## config.mk

```make
export PLATFORM = sky130hd
export DESIGN_NAME = rc4_xor_stage
export DESIGN_NICKNAME = d
export VERILOG_FILES = /design/src/rtl/rc4_xor_stage.sv
export SDC_FILE = /design/constraint.sdc
export NUM_CORES = 1
export LEC_CHECK = 0
export ABC_AREA = 1
export CORE_MARGIN = 2
export CORE_UTILIZATION = 45
export CTS_CLUSTER_DIAMETER = 40
export DETAILED_ROUTE_END_ITERATION = 16
export PLACE_DENSITY = 0.69
export REMOVE_ABC_BUFFERS = 1
export SLEW_MARGIN = 20
export SYNTH_ARGS = -nofsm -noshare
export SYNTH_HDL_FRONTEND = slang
export SYNTH_SLANG_ARGS = --single-unit
```

## constraint.sdc

```tcl
create_clock -name clk -period 4.1 [get_ports clk]
set_input_delay 1.025 -clock clk [delete_from_list [all_inputs] [get_ports clk]]
set_output_delay 1.025 -clock clk [all_outputs]
set_load 0.01 [all_outputs]
```

## src/rtl/rc4_xor_stage.sv

```systemverilog
// -----------------------------------------------------------------------------
// rc4_xor_stage
//
// Purpose:
//   Sits between the RC4 keystream generator and the byte-stream sink. Incoming
//   keystream bytes are buffered in a small FIFO. Each accepted data byte is
//   XORed with the byte at the FIFO head. The result leaves through a
//   single-stage valid/ready output register. Because XOR is its own inverse,
//   the same path both encrypts and decrypts.
//
//   A message starts with a start pulse that carries msg_len. The stage then
//   accepts exactly msg_len data bytes. After the last byte leaves through the
//   output register, done pulses for one cycle.
//
//   The FIFO keeps filling in every state, IDLE included. Keystream that is not
//   used by one message is therefore the first keystream used by the next one.
//
// Ports:
//   clk, rst_n          clock; synchronous active-low reset
//   start, msg_len      message start pulse and byte count (sampled in IDLE)
//   ks_data/valid/ready keystream input handshake (FIFO push side)
//   in_data/valid/ready plaintext/ciphertext input handshake
//   out_data/valid/ready XOR result, registered, valid/ready handshake
//   busy                high while a message is in RUN or DRAIN
//   done                one-cycle pulse after the last byte is taken by the sink
//
// KS_AW must equal log2(KS_DEPTH), and KS_DEPTH must be a power of two, so the
// FIFO pointers can wrap by natural overflow.
// -----------------------------------------------------------------------------
module rc4_xor_stage #(
  parameter int KS_DEPTH = 8,
  parameter int KS_AW    = 3,
  parameter int LEN_W    = 16
) (
  input  logic             clk,
  input  logic             rst_n,
  input  logic             start,
  input  logic [LEN_W-1:0] msg_len,
  input  logic [7:0]       ks_data,
  input  logic             ks_valid,
  output logic             ks_ready,
  input  logic [7:0]       in_data,
  input  logic             in_valid,
  output logic             in_ready,
  output logic [7:0]       out_data,
  output logic             out_valid,
  input  logic             out_ready,
  output logic             busy,
  output logic             done
);

  typedef enum logic [1:0] {
    ST_IDLE  = 2'd0,
    ST_RUN   = 2'd1,
    ST_DRAIN = 2'd2
  } state_e;

  localparam logic [KS_AW:0]   FIFO_FULL = (KS_AW+1)'(KS_DEPTH);
  localparam logic [KS_AW:0]   CNT_ONE   = (KS_AW+1)'(1'b1);
  localparam logic [KS_AW:0]   CNT_ZERO  = (KS_AW+1)'(1'b0);
  localparam logic [KS_AW-1:0] PTR_ONE   = KS_AW'(1'b1);
  localparam logic [KS_AW-1:0] PTR_ZERO  = KS_AW'(1'b0);
  localparam logic [LEN_W-1:0] LEN_ONE   = LEN_W'(1'b1);
  localparam logic [LEN_W-1:0] LEN_ZERO  = LEN_W'(1'b0);

  // Registered state
  state_e           state_q,     state_d;
  logic [KS_AW-1:0] rd_ptr_q,    rd_ptr_d;
  logic [KS_AW-1:0] wr_ptr_q,    wr_ptr_d;
  logic [KS_AW:0]   count_q,     count_d;
  logic [LEN_W-1:0] len_q,       len_d;
  logic [LEN_W-1:0] cnt_q,       cnt_d;
  logic [7:0]       out_data_q,  out_data_d;
  logic             out_valid_q, out_valid_d;
  logic             done_q,      done_d;
  logic             busy_q,      busy_d;
  logic             ks_ready_q,  ks_ready_d;
  logic [7:0]       ks_mem_q [KS_DEPTH];

  // Combinational handshake terms
  logic       push_s;
  logic       in_hs_s;
  logic       out_take_s;
  logic       out_slot_free_s;
  logic       in_ready_s;
  logic [7:0] fifo_head_s;

  // Handshake qualification; in_ready follows out_ready combinationally so a
  // draining output slot can be refilled in the same cycle (full throughput)
  always_comb begin
    push_s          = ks_valid && ks_ready_q;
    out_slot_free_s = !out_valid_q || out_ready;
    out_take_s      = out_valid_q && out_ready;
    fifo_head_s     = ks_mem_q[rd_ptr_q];
    in_ready_s      = 1'b0;
    case (state_q)
      ST_RUN: begin
        in_ready_s = (count_q != CNT_ZERO) && out_slot_free_s && (cnt_q < len_q);
      end
      default: begin
        in_ready_s = 1'b0;
      end
    endcase
    in_hs_s = in_valid && in_ready_s;
  end

  // FIFO pointer/occupancy next-state; a pop is exactly an input handshake
  always_comb begin
    rd_ptr_d = rd_ptr_q;
    wr_ptr_d = wr_ptr_q;
    count_d  = count_q;
    if (push_s) begin
      wr_ptr_d = wr_ptr_q + PTR_ONE;
    end else begin
      wr_ptr_d = wr_ptr_q;
    end
    if (in_hs_s) begin
      rd_ptr_d = rd_ptr_q + PTR_ONE;
    end else begin
      rd_ptr_d = rd_ptr_q;
    end
    case ({push_s, in_hs_s})
      2'b10:   count_d = count_q + CNT_ONE;
      2'b01:   count_d = count_q - CNT_ONE;
      default: count_d = count_q;
    endcase
    // ks_ready is a flop derived from next occupancy, so a same-cycle pop
    // can only raise it from the following cycle onwards
    ks_ready_d = (count_d != FIFO_FULL);
  end

  // Output register: load on handshake, clear valid when taken without refill
  always_comb begin
    out_data_d  = out_data_q;
    out_valid_d = out_valid_q;
    if (in_hs_s) begin
      out_data_d  = in_data ^ fifo_head_s;
      out_valid_d = 1'b1;
    end else if (out_take_s) begin
      out_data_d  = out_data_q;
      out_valid_d = 1'b0;
    end else begin
      out_data_d  = out_data_q;
      out_valid_d = out_valid_q;
    end
  end

  // Message FSM next-state: length latch, byte counter and done generation
  always_comb begin
    state_d = state_q;
    len_d   = len_q;
    cnt_d   = cnt_q;
    done_d  = 1'b0;
    case (state_q)
      ST_IDLE: begin
        if (start) begin
          if (msg_len != LEN_ZERO) begin
            len_d   = msg_len;
            cnt_d   = LEN_ZERO;
            state_d = ST_RUN;
          end else begin
            // Empty message completes immediately
            done_d  = 1'b1;
          end
        end else begin
          state_d = ST_IDLE;
        end
      end
      ST_RUN: begin
        if (in_hs_s) begin
          cnt_d = cnt_q + LEN_ONE;
          // cnt_q < len_q holds here, so the increment cannot wrap
          if ((cnt_q + LEN_ONE) == len_q) begin
            state_d = ST_DRAIN;
          end else begin
            state_d = ST_RUN;
          end
        end else begin
          state_d = ST_RUN;
        end
      end
      ST_DRAIN: begin
        // Only the final byte can be in the output slot here
        if (out_take_s) begin
          done_d  = 1'b1;
          state_d = ST_IDLE;
        end else begin
          state_d = ST_DRAIN;
        end
      end
      default: begin
        state_d = ST_IDLE;
      end
    endcase
    busy_d = (state_d != ST_IDLE);
  end

  // Control/status registers with synchronous active-low reset
  always_ff @(posedge clk) begin
    if (!rst_n) begin
      state_q     <= ST_IDLE;
      rd_ptr_q    <= PTR_ZERO;
      wr_ptr_q    <= PTR_ZERO;
      count_q     <= CNT_ZERO;
      len_q       <= LEN_ZERO;
      cnt_q       <= LEN_ZERO;
      out_data_q  <= 8'h00;
      out_valid_q <= 1'b0;
      done_q      <= 1'b0;
      busy_q      <= 1'b0;
      ks_ready_q  <= 1'b1;
    end else begin
      state_q     <= state_d;
      rd_ptr_q    <= rd_ptr_d;
      wr_ptr_q    <= wr_ptr_d;
      count_q     <= count_d;
      len_q       <= len_d;
      cnt_q       <= cnt_d;
      out_data_q  <= out_data_d;
      out_valid_q <= out_valid_d;
      done_q      <= done_d;
      busy_q      <= busy_d;
      ks_ready_q  <= ks_ready_d;
    end
  end

  // Keystream storage; contents are don't-care until written, so no reset
  always_ff @(posedge clk) begin
    if (push_s) begin
      ks_mem_q[wr_ptr_q] <= ks_data;
    end
  end

  assign ks_ready  = ks_ready_q;
  assign in_ready  = in_ready_s;
  assign out_data  = out_data_q;
  assign out_valid = out_valid_q;
  assign busy      = busy_q;
  assign done      = done_q;

  rc4_xor_stage_chk #(
    .KS_DEPTH (KS_DEPTH),
    .KS_AW    (KS_AW)
  ) u_chk (
    .clk       (clk),
    .rst_n     (rst_n),
    .count     (count_q),
    .ks_ready  (ks_ready_q),
    .in_ready  (in_ready_s),
    .out_valid (out_valid_q),
    .out_ready (out_ready),
    .out_data  (out_data_q),
    .busy      (busy_q),
    .done      (done_q)
  );

endmodule

// -----------------------------------------------------------------------------
// rc4_xor_stage_chk
//
// Purpose:
//   Invariant checker for rc4_xor_stage. It has no outputs and contains only
//   properties, so synthesis tools ignore it.
//
// Ports:
//   clk, rst_n             clock and reset of the checked stage
//   count, ks_ready        FIFO occupancy and its ready flag
//   in_ready               input acceptance
//   out_valid/ready/data   output handshake
//   busy, done             status outputs
// -----------------------------------------------------------------------------
module rc4_xor_stage_chk #(
  parameter int KS_DEPTH = 8,
  parameter int KS_AW    = 3
) (
  input logic           clk,
  input logic           rst_n,
  input logic [KS_AW:0] count,
  input logic           ks_ready,
  input logic           in_ready,
  input logic           out_valid,
  input logic           out_ready,
  input logic [7:0]     out_data,
  input logic           busy,
  input logic           done
);

  localparam logic [KS_AW:0] FIFO_FULL = (KS_AW+1)'(KS_DEPTH);

  // Occupancy never exceeds the FIFO depth
  a_count_range: assert property (@(posedge clk) disable iff (!rst_n)
    count <= FIFO_FULL);

  // ks_ready mirrors registered occupancy
  a_ks_ready: assert property (@(posedge clk) disable iff (!rst_n)
    ks_ready == (count != FIFO_FULL));

  // No data byte is accepted without keystream to pair it with
  a_no_empty_pop: assert property (@(posedge clk) disable iff (!rst_n)
    in_ready |-> (count != {(KS_AW+1){1'b0}}));

  // A stalled output holds its data
  a_out_hold: assert property (@(posedge clk) disable iff (!rst_n)
    (out_valid && !out_ready) |=> (out_valid && $stable(out_data)));

  // done is only raised once the stage has returned to idle
  a_done_idle: assert property (@(posedge clk) disable iff (!rst_n)
    done |-> !busy);

endmodule

```

==> impl_metrics.env, run 1 <==
export IMPL_status="complete, no violations"
export IMPL_dp_hpwl_mm=9.53
export IMPL_min_period_over_period_pct=88.8
export IMPL_worst_pin_slew_ns=0.941
export IMPL_fin_skew_ns=0.0145
export IMPL_grt_use_total_pct=20.5
export IMPL_cts_made_buffers=17
export IMPL_synth_cell_types=36
export IMPL_slowest_stage="clkdlybuf4s50_1"
export IMPL_cts_sinks=123
export IMPL_wl_mm=14.2
export IMPL_row_count=42
export IMPL_die_area_um2=14200
export IMPL_final_common_cell="nand2_1"
export IMPL_yosysWarnings=0
export IMPL_layout_common_cells="116 x nand2_1, 73 x nor2_1, 68 x inv_1, 65 x o21ai_0, 64 x edfxtp_1"
export IMPL_sequentialPowerShare_pct=40.7
export IMPL_grt_pass1_wl_mm=22.5
export IMPL_fin_setup_tns_ns=0
export IMPL_wl_per_cell_um=15.6
export IMPL_leakage_uw=0.00283
export IMPL_vias=4863
export IMPL_clk_pin_slew_worst_paths_ns=0.06
export IMPL_cp_max_fo=8
export IMPL_grt_pass1_vias=4608
export IMPL_die_w_um=119
export IMPL_hold_class="flop to flop"
export IMPL_max_slew_margin_pct=37.1
export IMPL_startpoint_type="flop"
export IMPL_drc=0
export IMPL_max_freq_ghz=0.275
export IMPL_clkPwrFrac_pct=48.9
export IMPL_gp_congestion=0.868
export IMPL_end_kind="output port"
export IMPL_firstDrtPassIters=5
export IMPL_synth_cells=672
export IMPL_ioPinCount=51
export IMPL_grt_setup_unrepaired="no"
export IMPL_crit_path_cell_trace="ha_1 > nand2_1 > inv_1 > nor2_1 > o21a_1 > nand2_1 > nand2_1 > nand4_1 > inv_1 > clkdlybuf4s50_1"
export IMPL_drv_slew=0
export IMPL_drt_iter0_markers=400
export IMPL_n_antenna_cell=0
export IMPL_holdBufCountCts=0
export IMPL_core_area_um2=13100
export IMPL_max_cap_violations=0
export IMPL_synth_edf_count=64
export IMPL_cp_common_cell="nand2_1"
export IMPL_p_switching_uw=759
export IMPL_ys_seq_area_share_pct=51.8
export IMPL_synth_area_um2=5990
export IMPL_htreeDepth=4
export IMPL_cts_tree="yes"
export IMPL_avgViaCountPerCell=5.34
export IMPL_portBuffers=50
export IMPL_nFillCells=1166
export IMPL_switching_share_pct=22.5
export IMPL_cts_root_buf="clkbuf_16"
export IMPL_grt_max_degree=36
export IMPL_setup_viol=0
export IMPL_cpPeakStageDelay_ns=0.53
export IMPL_ant_nets=0
export IMPL_power_internal_uw=2620
export IMPL_async_flop_share_pct=0
export IMPL_antenna_found_initial=0
export IMPL_cp_data_required_time_ns=3.07
export IMPL_yosys_most_used_dff="edfxtp_1"
export IMPL_die_h_um=119
export IMPL_clk_latency_ns=0.43
export IMPL_grt_ovfl_total=0
export IMPL_critPathKind="flop to output port"
export IMPL_clk_path_buf_depth=2
export IMPL_p_total_uw=3370
export IMPL_initial_utilization_pct=45.6
export IMPL_synth_seq_cells=123
export IMPL_synthToLayoutAreaGrowth_pct=21.7
export IMPL_post_cts_buffers=0
export IMPL_power_frac_comb_pct=10.4
export IMPL_ctsResizeCount=0
export IMPL_arrival_ns=2.62
export IMPL_avgSynthCellArea_um2=8.91
export IMPL_drive_gt1_share_pct=6.95
export IMPL_fin_nets=783
export IMPL_hold_viol=0
export IMPL_ir_worst_vdd_v=0.000281
export IMPL_p_per_area_nw_per_um2=463
export IMPL_fin_crit_ns=3.64
-- path summary, 6_finish.rpt --
path                                   from           to  slack, ns  cells after the start
worst max-delay path               cnt_q[7]     in_ready       0.46                     10
worst max register to register     cnt_q[7]     ks_ready       0.81                     17
worst min-delay path            wr_ptr_q[0]  wr_ptr_q[0]       0.49                      2
worst min register to register  wr_ptr_q[0]  wr_ptr_q[0]       0.49                      2
-- final cells by class --
cell class	instances	area [um^2]	share of cell area, %
clock buffer	18	429	5.89
inverter	69	259	3.56
multi-input combinational	456	2510	34.5
clock inverter	13	223	3.06
timing repair buffer	55	538	7.39
sequential	123	3100	42.6
tap	176	220	3.02
-- kinds of logic (layout without fill, tap and decap cells) --
group | after synthesis | after routing | share of synthesized area, %
XOR/XNOR | 20 | 20 | 3.85
adder cells (fa/ha/maj) | 23 | 23 | 4.93
AO/OA/AOI/OAI | 142 | 142 | 12.8
flip-flops | 123 | 123 | 51.8
buffers and inverters | 93 | 155 | 6.23
AND/OR/NAND/NOR | 271 | 271 | 20.3
-- power groups by stage --
stage / Clock (uW) / Combinational (uW) / Sequential (uW)
global route: 1730 / 394 / 1380
floorplan: 0 / 200 / 1400
global placement: 0 / 338 / 1390
detailed placement: 0 / 347 / 1400
finish: 1650 / 351 / 1370
CTS: 1670 / 351 / 1370
-- through the flow --
stage / area, um^2 / hold WS, ns / std cells / setup WS (ns) / utilization (%)
3_3_place_gp: 6630 / 0.459 / 879 / 0.589 / 50.5
6_report: 7280 / 0.485 / 910 / 0.459 / 55.4
3_5_place_dp: 6630 / 0.476 / 879 / 0.492 / 50.5
2_1_floorplan: 5870 / 0.438 / 648 / 1.05 / -
5_1_grt: 7280 / 0.508 / 910 / 0.333 / 55.4
4_1_cts: 7280 / 0.486 / 910 / 0.467 / 55.4
-- critical path: cells and delay by family, from the launching register on --
family / cells / cell delay [ns]
adder cells (fa/ha/maj): 1 / 0.32
AO/OA/AOI/OAI: 1 / 0.13
AND/OR/NAND/NOR: 5 / 0.57
flip-flops: 1 / 0.50
buffers and inverters: 3 / 0.66
-- per-layer routing --
metal	track usage (%)	share of wire, %	vias up
li1	-	-	2400
met1	27.7	44	2259
met2	31.9	47	186
met3	5.27	7.6	18
met4	7.43	1.4	0
met5	0	0	-
-- registers in the layout, summed over array words and instances, names as in the netlist, named ones only --
| name | flops |
|---|---|
| ks_mem_q | 64 |
| cnt_q | 16 |
| len_q | 16 |
| out_data | 8 |
| count_q | 4 |
| rd_ptr_q | 3 |
| wr_ptr_q | 3 |
| state_q | 2 |
| busy | 1 |
| done | 1 |
| ks_ready | 1 |
| out_valid | 1 |
-- cell usage after synthesis (4+ instances only) --
cell | number | share of area (%)
dfxtp_1 | 59 | 20
a21oi_1 | 53 | 4.4
o221ai_1 | 8 | 1.2
ha_1 | 22 | 4.6
o22ai_1 | 9 | 0.94
nand4_1 | 12 | 1.3
o21ai_0 | 65 | 5.4
nor2_4 | 4 | 0.75
inv_1 | 68 | 4.3
nor2_1 | 73 | 4.6
buf_2 | 4 | 0.33
nand3_1 | 41 | 3.4
xnor2_1 | 6 | 0.88
clkbuf_1 | 16 | 1.0
nand2_1 | 116 | 7.3
xor2_1 | 10 | 1.5
nor2_2 | 4 | 0.42
nor4_1 | 4 | 0.42
edfxtp_1 | 64 | 32
xnor3_1 | 4 | 1.5
No activity file was read; power rests on OpenSTA's default activity.
==> run 2: changes to the inputs <==
--- a/config.mk
+++ b/config.mk
@@ -6,11 +6,13 @@
 export NUM_CORES = 1
 export LEC_CHECK = 0
 export ABC_AREA = 1
+export CELL_PAD_IN_SITES_DETAIL_PLACEMENT = 1
+export CELL_PAD_IN_SITES_GLOBAL_PLACEMENT = 1
 export CORE_MARGIN = 2
 export CORE_UTILIZATION = 45
 export CTS_CLUSTER_DIAMETER = 40
 export DETAILED_ROUTE_END_ITERATION = 16
-export PLACE_DENSITY = 0.69
+export PLACE_DENSITY = 0.85
 export REMOVE_ABC_BUFFERS = 1
 export SLEW_MARGIN = 20
 export SYNTH_ARGS = -nofsm -noshare
==> impl_metrics.env, run 2 (same netlist as run 1, synthesis figures left out) <==
export IMPL_layout_setup_ws_ns=0.352
export IMPL_setup_viol=0
export IMPL_multiInputGateArea_um2=2510
export IMPL_max_cap_violations=0
export IMPL_clk_path_buf_depth=2
export IMPL_nFillCells=1521
export IMPL_cp_common_cell="nand2_1"
export IMPL_cp_max_fo=8
export IMPL_worst_path_buf_inv=3
export IMPL_max_freq_ghz=0.267
export IMPL_ioPinCount=51
export IMPL_final_common_cell="nand2_1"
export IMPL_largest_reg_flops=64
export IMPL_fin_setup_tns_ns=0
export IMPL_grt_setup_unrepaired="no"
export IMPL_n_antenna_cell=0
export IMPL_clk_latency_ns=0.42
export IMPL_hold_class="flop to flop"
export IMPL_gp_congestion=0.860
export IMPL_cts_sinks=123
export IMPL_clkPwrFrac_pct=45.5
export IMPL_layout_common_cells="116 x nand2_1, 73 x nor2_1, 68 x inv_1, 65 x o21ai_0, 64 x edfxtp_1"
export IMPL_vias=5072
export IMPL_die_w_um=119
export IMPL_ctsResizeCount=0
export IMPL_p_total_uw=3200
export IMPL_holdBufCountCts=0
export IMPL_ant_nets=0
export IMPL_worst_pin_slew_ns=0.960
export IMPL_status="complete, no violations"
export IMPL_clk_pin_slew_worst_paths_ns=0.06
export IMPL_firstDrtPassIters=5
export IMPL_drv_slew=0
export IMPL_end_kind="output port"
export IMPL_max_slew_margin_pct=35.9
export IMPL_crit_family="buffers and inverters"
export IMPL_cts_root_buf="clkbuf_16"
export IMPL_post_cts_buffers=0
export IMPL_cp_data_required_time_ns=3.07
export IMPL_power_internal_uw=2380
export IMPL_min_period_over_period_pct=91.4
export IMPL_ff_latch_area_um2=3100
export IMPL_cts_tree="yes"
export IMPL_power_frac_comb_pct=11.6
export IMPL_fin_nets=788
export IMPL_htreeDepth=4
export IMPL_p_per_area_nw_per_um2=441
export IMPL_dp_hpwl_mm=11.7
export IMPL_p_switching_uw=819
export IMPL_biggestRegsByFlops="ks_mem_q (64), cnt_q (16), len_q (16)"
export IMPL_grt_max_degree=36
export IMPL_portBuffers=50
export IMPL_synthToLayoutAreaGrowth_pct=21.0
export IMPL_drive_gt1_share_pct=7.97
export IMPL_largest_register="ks_mem_q"
export IMPL_final_cells=916
export IMPL_hold_viol=0
export IMPL_grt_pass1_wl_mm=27.8
export IMPL_row_count=42
export IMPL_core_area_um2=13100
export IMPL_initial_utilization_pct=45.6
export IMPL_critPathKind="flop to output port"
export IMPL_crit_path_cell_trace="ha_1 > nand2_1 > inv_1 > nor2_1 > o21a_1 > nand2_1 > nand2_1 > nand4_1 > inv_1 > clkdlybuf4s50_1"
export IMPL_avgViaCountPerCell=5.54
export IMPL_worst_hold_slack_ns=0.483
export IMPL_dp_slack_ns=0.575
export IMPL_wl_per_cell_um=18.9
export IMPL_fin_crit_ns=3.75
export IMPL_die_area_um2=14200
export IMPL_arrival_ns=2.72
export IMPL_fin_skew_ns=0.00651
export IMPL_startpoint_type="flop"
export IMPL_drt_iter0_markers=326
export IMPL_switching_share_pct=25.6
export IMPL_dpl_cell_count=884
export IMPL_cts_made_buffers=17
export IMPL_antenna_found_initial=0
export IMPL_sequentialPowerShare_pct=42.9
export IMPL_grt_use_total_pct=25.3
export IMPL_die_h_um=119
export IMPL_wl_mm=17.3
export IMPL_ir_worst_vdd_v=0.000367
export IMPL_grt_pass1_vias=5450
export IMPL_leakage_uw=0.00282
export IMPL_slowest_stage="clkdlybuf4s50_1"
export IMPL_cpPeakStageDelay_ns=0.53
export IMPL_drc=0
export IMPL_grt_ovfl_total=0
==> run 2: layout make-up <==
cell class	count	share of cell area (%)
inverters	69	3.58
repair buffers	60	7.95
clock inverters	15	2.07
multi-input cells	456	34.7
well taps	176	3.04
flip-flops and latches	123	42.8
clock buffers	17	5.87
==> run 2: power by group through the flow <==
stage          Sequential [uW]  Clock [uW]  Combinational, uW
2_1_floorplan             1400           0                200
3_3_place_gp              1390           0                339
3_5_place_dp              1400           0                365
4_1_cts                   1370        1470                371
5_1_grt                   1380        1510                412
6_report                  1370        1450                371
==> run 2: worst paths after layout <==
check / from / to / slack [ns] / cells past startpoint
worst max-delay path: cnt_q[7] / in_ready / 0.35 / 10
worst min-delay path: count_q[3] / count_q[3] / 0.48 / 1
worst max register to register: cnt_q[7] / ks_ready / 0.78 / 17
worst min register to register: count_q[3] / count_q[3] / 0.48 / 1
==> run 2: layer usage <==
metal / GRT usage [%] / vias up / share of wire [%]
met5: 0 / - / 0
met4: 10.4 / 0 / 2.5
met3: 4.98 / 36 / 4.5
met2: 43.6 / 139 / 50
met1: 31.1 / 2494 / 43
li1: - / 2403 / -
==> run 2: worst register-to-register path, stage by stage, from the launching register on <==
cell and delay (ns):
dfxtp_1 0.51, ha_1 0.32, nand2_1 0.07, inv_1 0.05, nor2_1 0.18, o21a_1 0.16
nand2_1 0.14, nand2_1 0.11, nand4_1 0.15, nor2_4 0.13, ha_1 0.25, ha_1 0.30
a21oi_1 0.16, nand2_1 0.08, o21ai_0 0.19, a21oi_1 0.08, a21oi_1 0.20, nand4_1 0.11
==> run 2: per-stage QoR <==
| step | area, um^2 | utilization, % |
|---|---|---|
| finish | 7240 | 55.1 |
| detailed placement | 6670 | 50.8 |
| global placement | 6670 | 50.8 |
| floorplan | 5870 | - |
| global route | 7240 | 55.1 |
| CTS | 7240 | 55.1 |
